## src/rtl/softusb_portctl_if.sv

```systemverilog
// softusb_portctl_if: port-controller bus between the serialiser,
// the host logic and the per-port line drivers.
interface softusb_portctl_if #(
  parameter int NPORTS = 2,
  parameter int PW     = 1
);
  logic [2*NPORTS-1:0] line_state;
  logic                txp;
  logic                txm;
  logic                txoe;
  logic [PW-1:0]       tx_port;
  logic                tx_valid;
  logic                generate_eop;
  logic [NPORTS-1:0]   reset_req;
  logic [NPORTS-1:0]   port_vp;
  logic [NPORTS-1:0]   port_vm;
  logic [NPORTS-1:0]   port_oe;
  logic [NPORTS-1:0]   connected;
  logic [NPORTS-1:0]   low_speed;
  logic [NPORTS-1:0]   reset_active;
  logic [NPORTS-1:0]   status_chg;
  logic                tx_busy;

  modport master (
    output line_state, txp, txm, txoe, tx_port,
    output tx_valid, generate_eop, reset_req,
    input  port_vp, port_vm, port_oe,
    input  connected, low_speed, reset_active,
    input  status_chg, tx_busy
  );

  modport slave (
    input  line_state, txp, txm, txoe, tx_port,
    input  tx_valid, generate_eop, reset_req,
    output port_vp, port_vm, port_oe,
    output connected, low_speed, reset_active,
    output status_chg, tx_busy
  );
endinterface

```

## src/rtl/softusb_portctl.sv

```systemverilog
// softusb_portctl: downstream port attach detection, timed bus
// reset and transmit steering for a multi-port soft USB host.
module softusb_portctl #(
  parameter int NPORTS    = 2,
  parameter int PW        = 1,
  parameter int DEBOUNCE  = 48000,
  parameter int RESET_LEN = 480000
) (
  input logic           usb_clk,
  input logic           usb_rst,
  softusb_portctl_if.slave bus
);

  localparam int CMAX =
    (DEBOUNCE > RESET_LEN) ? DEBOUNCE : RESET_LEN;
  localparam int CW = $clog2(CMAX);
  localparam logic [CW-1:0] DB_LOAD = CW'(DEBOUNCE - 1);
  localparam logic [CW-1:0] RS_LOAD = CW'(RESET_LEN - 1);
  localparam logic [CW-1:0] ONE     = CW'(1);

  typedef enum logic [1:0] {
    S_DISC,
    S_DEB,
    S_CONN,
    S_RST
  } st_t;

  logic [NPORTS-1:0] conn_v;
  logic [NPORTS-1:0] ls_v;
  logic [NPORTS-1:0] chg_v;
  logic [NPORTS-1:0] ract_v;
  logic [NPORTS-1:0] oe_v;
  logic [NPORTS-1:0] vp_v;
  logic [NPORTS-1:0] vm_v;

  logic          txoe_q;
  logic          tx_fall_q;
  logic          busy_q;
  logic [PW-1:0] sel_q;
  logic          tx_rise;
  logic [PW-1:0] sel;

  // the rise cycle steers by tx_port directly, later cycles by the latch
  assign tx_rise = bus.txoe & ~txoe_q;
  assign sel     = tx_rise ? bus.tx_port : sel_q;

  always_ff @(posedge usb_clk) begin
    if (usb_rst) begin
      txoe_q    <= 1'b0;
      tx_fall_q <= 1'b0;
      busy_q    <= 1'b0;
      sel_q     <= '0;
    end else begin
      txoe_q    <= bus.txoe;
      tx_fall_q <= txoe_q & ~bus.txoe;
      if (tx_rise)
        sel_q <= bus.tx_port;
      if (bus.tx_valid | bus.generate_eop)
        busy_q <= 1'b1;
      else if (tx_fall_q)
        busy_q <= 1'b0;
    end
  end

  for (genvar i = 0; i < NPORTS; i++) begin : g_port
    st_t           state;
    st_t           state_n;
    logic [CW-1:0] cnt;
    logic [CW-1:0] cnt_n;
    logic [1:0]    cand;
    logic [1:0]    cand_n;
    logic          conn_q;
    logic          conn_n;
    logic          ls_q;
    logic          ls_n;
    logic          ract_q;
    logic          chg_q;
    logic [1:0]    line;
    logic          idle;
    logic          se0;
    logic          freeze;

    assign line   = bus.line_state[2*i +: 2];
    assign idle   = (line == 2'b01) | (line == 2'b10);
    assign se0    = (line == 2'b00);
    assign freeze = oe_v[i] & (state != S_RST);

    always_ff @(posedge usb_clk) begin
      if (usb_rst) begin
        state <= S_DISC;
        cnt   <= '0;
        cand  <= 2'b00;
      end else begin
        state <= state_n;
        cnt   <= cnt_n;
        cand  <= cand_n;
      end
    end

    always_comb begin
      state_n = state;
      cnt_n   = cnt;
      cand_n  = cand;
      if (bus.reset_req[i]) begin
        state_n = S_RST;
        cnt_n   = RS_LOAD;
      end else if (!freeze) begin
        unique case (state)
          S_DISC:
            if (idle) begin
              state_n = S_DEB;
              cand_n  = line;
              cnt_n   = DB_LOAD;
            end
          S_DEB:
            if (line != cand)
              state_n = S_DISC;
            else if (cnt == '0) begin
              state_n = S_CONN;
              cnt_n   = DB_LOAD;
            end else
              cnt_n = cnt - ONE;
          // counter measures an unbroken SE0 run
          S_CONN:
            if (!se0)
              cnt_n = DB_LOAD;
            else if (cnt == '0)
              state_n = S_DISC;
            else
              cnt_n = cnt - ONE;
          S_RST:
            if (cnt != '0)
              cnt_n = cnt - ONE;
            else if (idle) begin
              state_n = S_DEB;
              cand_n  = line;
              cnt_n   = DB_LOAD;
            end else
              state_n = S_DISC;
          default:
            state_n = S_DISC;
        endcase
      end
    end

    always_comb begin
      conn_n = conn_q;
      ls_n   = ls_q;
      if (state == S_DEB && state_n == S_CONN) begin
        conn_n = 1'b1;
        ls_n   = (cand == 2'b10);
      end else if (state != S_DISC && state_n == S_DISC) begin
        conn_n = 1'b0;
      end
    end

    always_ff @(posedge usb_clk) begin
      if (usb_rst) begin
        conn_q <= 1'b0;
        ls_q   <= 1'b0;
        ract_q <= 1'b0;
        chg_q  <= 1'b0;
      end else begin
        conn_q <= conn_n;
        ls_q   <= ls_n;
        ract_q <= (state_n == S_RST);
        chg_q  <= (conn_n != conn_q) | (ls_n != ls_q);
      end
    end

    assign oe_v[i]   = ract_q | (bus.txoe & (sel == PW'(i)));
    assign vp_v[i]   = ract_q ? 1'b0 : bus.txp;
    assign vm_v[i]   = ract_q ? 1'b0 : bus.txm;
    assign conn_v[i] = conn_q;
    assign ls_v[i]   = ls_q;
    assign ract_v[i] = ract_q;
    assign chg_v[i]  = chg_q;
  end

  assign bus.port_oe      = oe_v;
  assign bus.port_vp      = vp_v;
  assign bus.port_vm      = vm_v;
  assign bus.connected    = conn_v;
  assign bus.low_speed    = ls_v;
  assign bus.reset_active = ract_v;
  assign bus.status_chg   = chg_v;
  assign bus.tx_busy      = busy_q;

endmodule
```

## src/flat_wrapper.sv

```systemverilog
// flat-port wrapper written by rule: the top's interface ports become plain ports
module softusb_portctl_flat 
#(
  parameter int NPORTS    = 2,
  parameter int PW        = 1,
  parameter int DEBOUNCE  = 48000,
  parameter int RESET_LEN = 480000
)
  (usb_clk, usb_rst, bus_line_state, bus_txp, bus_txm, bus_txoe, bus_tx_port, bus_tx_valid, bus_generate_eop, bus_reset_req, bus_port_vp, bus_port_vm, bus_port_oe, bus_connected, bus_low_speed, bus_reset_active, bus_status_chg, bus_tx_busy);
  softusb_portctl_if #(.NPORTS(NPORTS), .PW(PW)) bus_i ();
  input logic usb_clk;
  input logic usb_rst;
  input wire logic [$bits(bus_i.line_state)-1:0] bus_line_state;
  input wire logic [$bits(bus_i.txp)-1:0] bus_txp;
  input wire logic [$bits(bus_i.txm)-1:0] bus_txm;
  input wire logic [$bits(bus_i.txoe)-1:0] bus_txoe;
  input wire logic [$bits(bus_i.tx_port)-1:0] bus_tx_port;
  input wire logic [$bits(bus_i.tx_valid)-1:0] bus_tx_valid;
  input wire logic [$bits(bus_i.generate_eop)-1:0] bus_generate_eop;
  input wire logic [$bits(bus_i.reset_req)-1:0] bus_reset_req;
  output wire logic [$bits(bus_i.port_vp)-1:0] bus_port_vp;
  output wire logic [$bits(bus_i.port_vm)-1:0] bus_port_vm;
  output wire logic [$bits(bus_i.port_oe)-1:0] bus_port_oe;
  output wire logic [$bits(bus_i.connected)-1:0] bus_connected;
  output wire logic [$bits(bus_i.low_speed)-1:0] bus_low_speed;
  output wire logic [$bits(bus_i.reset_active)-1:0] bus_reset_active;
  output wire logic [$bits(bus_i.status_chg)-1:0] bus_status_chg;
  output wire logic [$bits(bus_i.tx_busy)-1:0] bus_tx_busy;
  assign bus_i.line_state = bus_line_state;
  assign bus_i.txp = bus_txp;
  assign bus_i.txm = bus_txm;
  assign bus_i.txoe = bus_txoe;
  assign bus_i.tx_port = bus_tx_port;
  assign bus_i.tx_valid = bus_tx_valid;
  assign bus_i.generate_eop = bus_generate_eop;
  assign bus_i.reset_req = bus_reset_req;
  assign bus_port_vp = bus_i.port_vp;
  assign bus_port_vm = bus_i.port_vm;
  assign bus_port_oe = bus_i.port_oe;
  assign bus_connected = bus_i.connected;
  assign bus_low_speed = bus_i.low_speed;
  assign bus_reset_active = bus_i.reset_active;
  assign bus_status_chg = bus_i.status_chg;
  assign bus_tx_busy = bus_i.tx_busy;
  softusb_portctl #(.NPORTS(NPORTS), .PW(PW), .DEBOUNCE(DEBOUNCE), .RESET_LEN(RESET_LEN)) u_core (.usb_clk(usb_clk), .usb_rst(usb_rst), .bus(bus_i));
endmodule
```

## config.mk

```make
export PLATFORM = sky130hd
export DESIGN_NAME = softusb_portctl_flat
export DESIGN_NICKNAME = d
export VERILOG_FILES = /design/src/rtl/softusb_portctl_if.sv /design/src/rtl/softusb_portctl.sv /design/src/flat_wrapper.sv
export SDC_FILE = /design/constraint.sdc
export NUM_CORES = 1
export LEC_CHECK = 0
export ABC_AREA = 1
export ABC_CLOCK_PERIOD_IN_PS = 5700
export BUFFER_PORTS_ARGS = -buffer_cell sky130_fd_sc_hd__buf_2
export CAP_MARGIN = 20
export CORE_MARGIN = 1.5
export CORE_UTILIZATION = 40
export CTS_BUF_LIST = sky130_fd_sc_hd__clkbuf_2
export DETAILED_ROUTE_END_ITERATION = 10
export GPL_TIMING_DRIVEN = 0
export MAX_ROUTING_LAYER = met4
export PLACE_DENSITY = 0.63
export SYNTH_ARGS = -nofsm -noshare
export SYNTH_HDL_FRONTEND = slang
export SYNTH_SLANG_ARGS = --single-unit
```

## constraint.sdc

```tcl
create_clock -name usb_clk -period 5.7 [get_ports usb_clk]
set_input_delay 0.57 -clock usb_clk [delete_from_list [all_inputs] [get_ports usb_clk]]
set_output_delay 0.57 -clock usb_clk [all_outputs]
set_load 0.05 [all_outputs]
```

== Word-level counts from Yosys, hierarchy flattened ==
Cells that the tools add are included.
Word-level totals
  RAM bits: 0
  word-level logic and storage cells: 162
  memories: 0
  flip-flop bits (word level): 58
  memory bits (read-only): 0
  output and inout port bits: 15
  bits in latches: 0
  input bits: 14
Operators by class
  add/sub/neg operators: 2
  shift operators: 0
  multipliers: 0
  reduce and logical (&&, ||, !) cells: 27
  bitwise gates (word level): 20
  order comparisons: 0
  divide/modulo/power cells: 0
  mux-type cells: 57
  equality and inequality tests: 36
Operators with widths (count)
  $mux W19: 16
  $pmux W19 S4: 2
  $mux W2: 20
  $logic_not A19 Y1: 2
  $reduce_bool A19 Y1: 2
  $sub A19 B1 Y19 const B: 2
  $eq A2 B2 Y1 const B: 12
  $ne A2 B2 Y1 const B: 8
  $pmux W2 S4: 2
  $mux W1: 15
  $logic_not A2 Y1: 6
  $ne A3 B3 Y1 const B: 4
  $reduce_and A3 Y1: 4
  $reduce_bool A2 Y1: 5
  $eq A2 B1 Y1 const B: 4
  $ne A4 B4 Y1 const B: 2
  $pmux W2 S2: 2
  $reduce_and A4 Y1: 2
  $not A1 Y1: 7
  $or A1 B1 Y1: 7
  $and A1 B1 Y1: 6
  $logic_and A1 B1 Y1: 4
  $ne A1 B1 Y1: 4
  $ne A2 B2 Y1: 2
  $reduce_or A2 Y1: 2

== Longest topological paths before layout ==
  word-level depth: 15
  depth in mapped cells: 16
  depth with buffers taken out: 16

== Least setup slack after synthesis ==
No wires, ideal clock.
  path kind: input -> register
  start: input bus_txoe
  end: register u_core.g_port[0].cnt[9]
  buffers on the path: 0
  arrival: 2.140 ns
  path slack: 3.435 ns
  data required time: 5.575 ns
  stages: 11
  setup time: 0.125 ns
  cell sequence: nand2_1 nand2_1 nand2_1 o21ai_2 nand2_1 nand3_2 inv_2 nor2_2 inv_2 o21ai_1 a21oi_1
Between the ends
  word-level cells in the longest chain between the ends: 8
RTL lines
  start, declared: RTL line flat_wrapper.sv:16  | input wire logic [$bits(bus_i.txoe)-1:0] bus_txoe;
  $and A1 B1 Y1: RTL line softusb_portctl.sv:44  | assign tx_rise = bus.txoe & ~txoe_q;
  $mux W1: RTL line softusb_portctl.sv:45  | assign sel = tx_rise ? bus.tx_port : sel_q;
  $not A1 Y1: RTL line softusb_portctl.sv:171  | assign oe_v[i] = ract_q | (bus.txoe & (sel == PW'(i)));
  $and A1 B1 Y1 *: RTL line softusb_portctl.sv:171
  $or A1 B1 Y1 *: RTL line softusb_portctl.sv:171
  named net bus_port_oe[0]: RTL line flat_wrapper.sv:23  | output wire logic [$bits(bus_i.port_oe)-1:0] bus_port_oe;
  $and A1 B1 Y1 *: RTL line softusb_portctl.sv:86  | assign freeze = oe_v[i] & (state != S_RST);
  $ne A2 B2 Y1 (no line) *
  $reduce_and A3 Y1 (no line) *
  end signal, assigned: RTL line softusb_portctl.sv:95  | cnt <= cnt_n;
  end, declared: RTL line softusb_portctl.sv:68  | logic [CW-1:0] cnt;
Mark *: on every way through the listed nets, which the timed path passes. The rest lies on a longest branch.
A chain may end at the register's enable or synchronous reset.

== Worst setup path after layout ==
  start: register u_core.txoe_q
  end: output bus_port_oe[1]
Between the ends
  word-level cells in the longest chain between the ends: 5
RTL lines
  start, declared: RTL line softusb_portctl.sv:36  | logic txoe_q;
  start signal, assigned: RTL line softusb_portctl.sv:54  | txoe_q <= bus.txoe;
  $not A1 Y1: RTL line softusb_portctl.sv:44
  $and A1 B1 Y1: RTL line softusb_portctl.sv:44
  $mux W1: RTL line softusb_portctl.sv:45
  $and A1 B1 Y1: RTL line softusb_portctl.sv:171
  $or A1 B1 Y1: RTL line softusb_portctl.sv:171
  end, declared: RTL line flat_wrapper.sv:23
Every way passes these cells.

==> impl_metrics.tcl <==
set metrics [dict create \
    run_status "completed" \
    worstHoldStart "bus_txoe" \
    finalWirelength_um 11500 \
    std_cell_rows 36 \
    simple_gate_share_of_the_synthesized_area 0.326 \
    antenna_found_initial 0 \
    diodes 0 \
    die-height_um 104 \
    path_class "reg2out" \
    groute.layer.met2.usage 0.336 \
    crit_fanout 4 \
    vias_in_the_first_global_route 3989 \
    synth_adder_area_share 0.0122 \
    syn_to_final_growth_pct 8.97 \
    hp-class "in2reg" \
    fin_crit_sh 0.402 \
    cts_setup_buffers 0 \
    drv.max_cap_violation_count 0 \
    die-width_um 104 \
    die_area_um2 10900 \
    setup_viol 0 \
    synth.net_count 628 \
    p_leak_nw 1.95 \
    crit_top_cell "sky130_fd_sc_hd__nand2_1" \
    drt_iter0_drc 296 \
    ff_latch_area_um2 1160 \
    hold_path_depth 2 \
    post_synth_xor_area_fraction 0.0618 \
    synth_top_family_by_area "simple AND/OR/NAND/NOR gates" \
    routabilityCongestion 0.919 \
    regToRegSetupSlack_ns 3.46 \
    detailedPlacementHpwl_um 8580 \
    tritoncts_clock_tree "built" \
    gr-usage-met3 0.0395 \
    timing_max_transition_violations_final 0 \
    grt_setup_unrepaired "false" \
    max-vdd-ir-drop_uv 130 \
    synth_register_bits 58 \
    number_of_nets_in_the_finished_design 665 \
    ant_nets 0 \
    drive_gt1_frac 0.167 \
    root_buffer "sky130_fd_sc_hd__clkbuf_2" \
    drc 0 \
    max_slew_headroom_at_the_worst_pin 0.588 \
    clock.fmax_mhz 436 \
    synth_cell_types 48 \
    grt_max_degree 11 \
    synth-seq-area-share 0.282 \
    startpoint_type "flop" \
    timing_hold_violations_final 0 \
    pre_cts_slack_ns 3.38 \
    synth-warning-count 0 \
    crit_path_end_kind "output port" \
    timing.rr.start "u_core.g_port[1].cnt[0]$_SDFFE_PP0P_" \
    route.vias.total 4251 \
    gr-max-usage-layer "met2" \
    cts-buffers-inserted 9 \
    clock_tree.htree_level_count 3 \
    timing.critical_path.cells "inv_1 -> nand2_1 -> nand2_1 -> nand2_1 -> inv_2 -> o21bai_2 -> buf_2" \
    power.density_nw_per_um2 261 \
    reg2regPathDepth 11 \
    latest_clock_arrival_within_the_worst_skew_pair_ns 0.51 \
    fill_cells 1007 \
    multi_input_gate_area_um2 2520 \
    routed_wire_length_per_instance_um 14.7 \
    setup-tns-final_ns 0 \
    cts_resized 0 \
    worst_path_buf_inv 3 \
    cts.sinks 58 \
    cts_hold_repair.buffers 0 \
    top_level_ports 29 \
    worstPathRequired_ns 5.13 \
    final.setup_skew_ns 0.0138 \
    synthesis.area_per_instance_um2 6.74 \
    post-route-min-period_ns 2.29 \
    grt_use_total 0.227 \
    clkTransAtPathRegs_ns 0.16 \
    whs_endpoint "u_core.tx_fall_q$_SDFF_PP0_" \
    core_area_um2 9860 \
    final_critical_path_setup_slack_ns 3.41 \
    start_util 0.417 \
    first_pass_iters 7 \
    cells_after_synthesis 610 \
    syn_area_um2 4110 \
    detail_route.vias_per_cell 5.42 \
    globalRoute.totalOverflow 0 \
    critical_path.reg2reg.endpoint "u_core.g_port[1].cand[0]$_SDFFE_PP0P_" \
    synth_compound_gate_area_share 0.213 \
    numPortBuffers 26 \
    critPathArrivalTime_ns 1.72 \
    grt_util_met1 0.311 \
    max_stage_delay_ns 0.35 \
    critical_path.slowest_cell "sky130_fd_sc_hd__dfxtp_1" \
    synth.mux.area_fraction 0 \
    path_delay_family "buffers and inverters" \
    grt_first_pass_wirelength_um 19300 \
    worst-slew-pin-transition_ns 0.616 \
    max-clock-path-buffers 2 \
]
==> layout make-up <==
class / instances / share of cell area
Inverter: 74 / 0.0625
Sequential cell: 58 / 0.259
Buffer: 26 / 0.0335
Clock buffer: 10 / 0.0112
Timing Repair Buffer: 26 / 0.0290
Tap cell: 133 / 0.0371
Clock inverter: 5 / 0.00503
Multi-Input combinational cell: 452 / 0.563
==> kinds of logic after synthesis <==
family / after synthesis
buf+inv: 100
fa+ha+maj: 4
flops: 58
simple gates: 263
xor+xnor: 29
compound gates: 156
==> per-layer routing <==
metal / vias up / wire length [µm]
met2: 143 / 5100
met5: - / 0
li1: 2113 / -
met1: 1978 / 5550
met3: 17 / 688
met4: 0 / 197
==> worst max-delay path by stage <==
stage / slack, ns / startpoint / cells after the start / to
3_3_place_gp: 3.37 / bus_line_state[0] / 10 / u_core.g_port[0].cnt[6]$_SDFFE_PP0P_
2_1_floorplan: 3.43 / bus_txoe / 11 / u_core.g_port[0].cnt[9]$_SDFFE_PP0P_
4_1_cts: 3.40 / u_core.txoe_q$_SDFF_PP0_ / 7 / bus_port_oe[1]
6_report: 3.41 / u_core.txoe_q$_SDFF_PP0_ / 7 / bus_port_oe[1]
3_5_place_dp: 3.38 / bus_line_state[0] / 15 / u_core.g_port[0].chg_q$_SDFF_PP0_
5_1_grt: 3.26 / u_core.g_port[0].cnt[1]$_SDFFE_PP0P_ / 11 / u_core.g_port[0].cand[0]$_SDFFE_PP0P_
==> power breakdown <==
group          leakage (nW)  total (W)  internal [W]  switching, W
Combinational          1.42   0.000459      0.000149      0.000310
Sequential            0.481   0.000500      0.000447     0.0000535
Clock                0.0564   0.000211     0.0000518      0.000160
==> cells in the final DEF (no fill, tap or decap), types with 3 or more instances in the layout <==
cell | Yosys | final
sky130_fd_sc_hd__nand2_1 | 93 | 93
sky130_fd_sc_hd__a21oi_1 | 72 | 72
sky130_fd_sc_hd__nor2_1 | 64 | 64
sky130_fd_sc_hd__inv_1 | 60 | 60
sky130_fd_sc_hd__dfxtp_1 | 58 | 58
sky130_fd_sc_hd__nand3_1 | 37 | 37
sky130_fd_sc_hd__o21ai_0 | 37 | 37
sky130_fd_sc_hd__buf_2 | 2 | 28
sky130_fd_sc_hd__xor2_1 | 21 | 21
sky130_fd_sc_hd__o21ai_1 | 17 | 17
sky130_fd_sc_hd__nand4_1 | 16 | 16
sky130_fd_sc_hd__inv_2 | 12 | 12
sky130_fd_sc_hd__clkbuf_2 | 1 | 11
sky130_fd_sc_hd__clkbuf_1 | 10 | 10
sky130_fd_sc_hd__nor3_1 | 10 | 10
sky130_fd_sc_hd__a31oi_1 | 9 | 9
sky130_fd_sc_hd__nor2_4 | 9 | 9
sky130_fd_sc_hd__buf_4 | 9 | 9
sky130_fd_sc_hd__nand2_2 | 8 | 8
sky130_fd_sc_hd__xnor2_1 | 8 | 8
sky130_fd_sc_hd__nor2_2 | 7 | 7
sky130_fd_sc_hd__o311ai_1 | 5 | 5
sky130_fd_sc_hd__nand2_4 | 4 | 4
sky130_fd_sc_hd__ha_1 | 4 | 4
sky130_fd_sc_hd__o211ai_1 | 3 | 3
sky130_fd_sc_hd__clkinv_1 | 1 | 3
sky130_fd_sc_hd__o31ai_1 | 3 | 3
sky130_fd_sc_hd__clkinv_2 | 0 | 3
==> synthesized netlist by cell type, drive strengths merged <==
cell	count	area share
a211oi	2	0.0049
a21oi	73	0.092
a22oi	1	0.0018
a31oi	9	0.014
buf	15	0.026
clkbuf	11	0.010
clkinv	1	0.00091
dfxtp	58	0.28
ha	4	0.012
inv	73	0.067
nand2	105	0.11
nand3	41	0.058
nand3b	2	0.0036
nand4	16	0.024
nor2	82	0.10
nor3	11	0.016
nor3b	2	0.0049
nor4	1	0.0030
o211ai	3	0.0055
o21ai	55	0.068
o21bai	1	0.0027
o221ai	2	0.0043
o311ai	7	0.015
o31ai	3	0.0055
or2	3	0.0046
xnor2	8	0.017
xor2	21	0.045
==> through the flow <==
stage	power (W)	hold slack (ns)	cell area (µm²)	util	cells
finish	0.00117	0.239	4480	0.454	784
global placement	0.000952	0.448	4410	0.447	769
floorplan	0.000849	0.434	4110	-	610
global route	0.00125	0.222	4480	0.454	784
CTS	0.00117	0.208	4480	0.454	784
detailed placement	0.000960	0.461	4410	0.447	769
==> sequential cells by signal, summed over array words and instances, names as in the netlist <==
signal,flops
u_core.g_port.ls_q,2
u_core.g_port.chg_q,2
u_core.g_port.cnt,38
u_core.txoe_q,1
u_core.g_port.ract_q,2
u_core.sel_q,1
u_core.g_port.conn_q,2
u_core.g_port.state,4
u_core.tx_fall_q,1
u_core.bus.tx_busy,1
u_core.g_port.cand,4
Note: power is estimated with default switching activity, not from simulation.
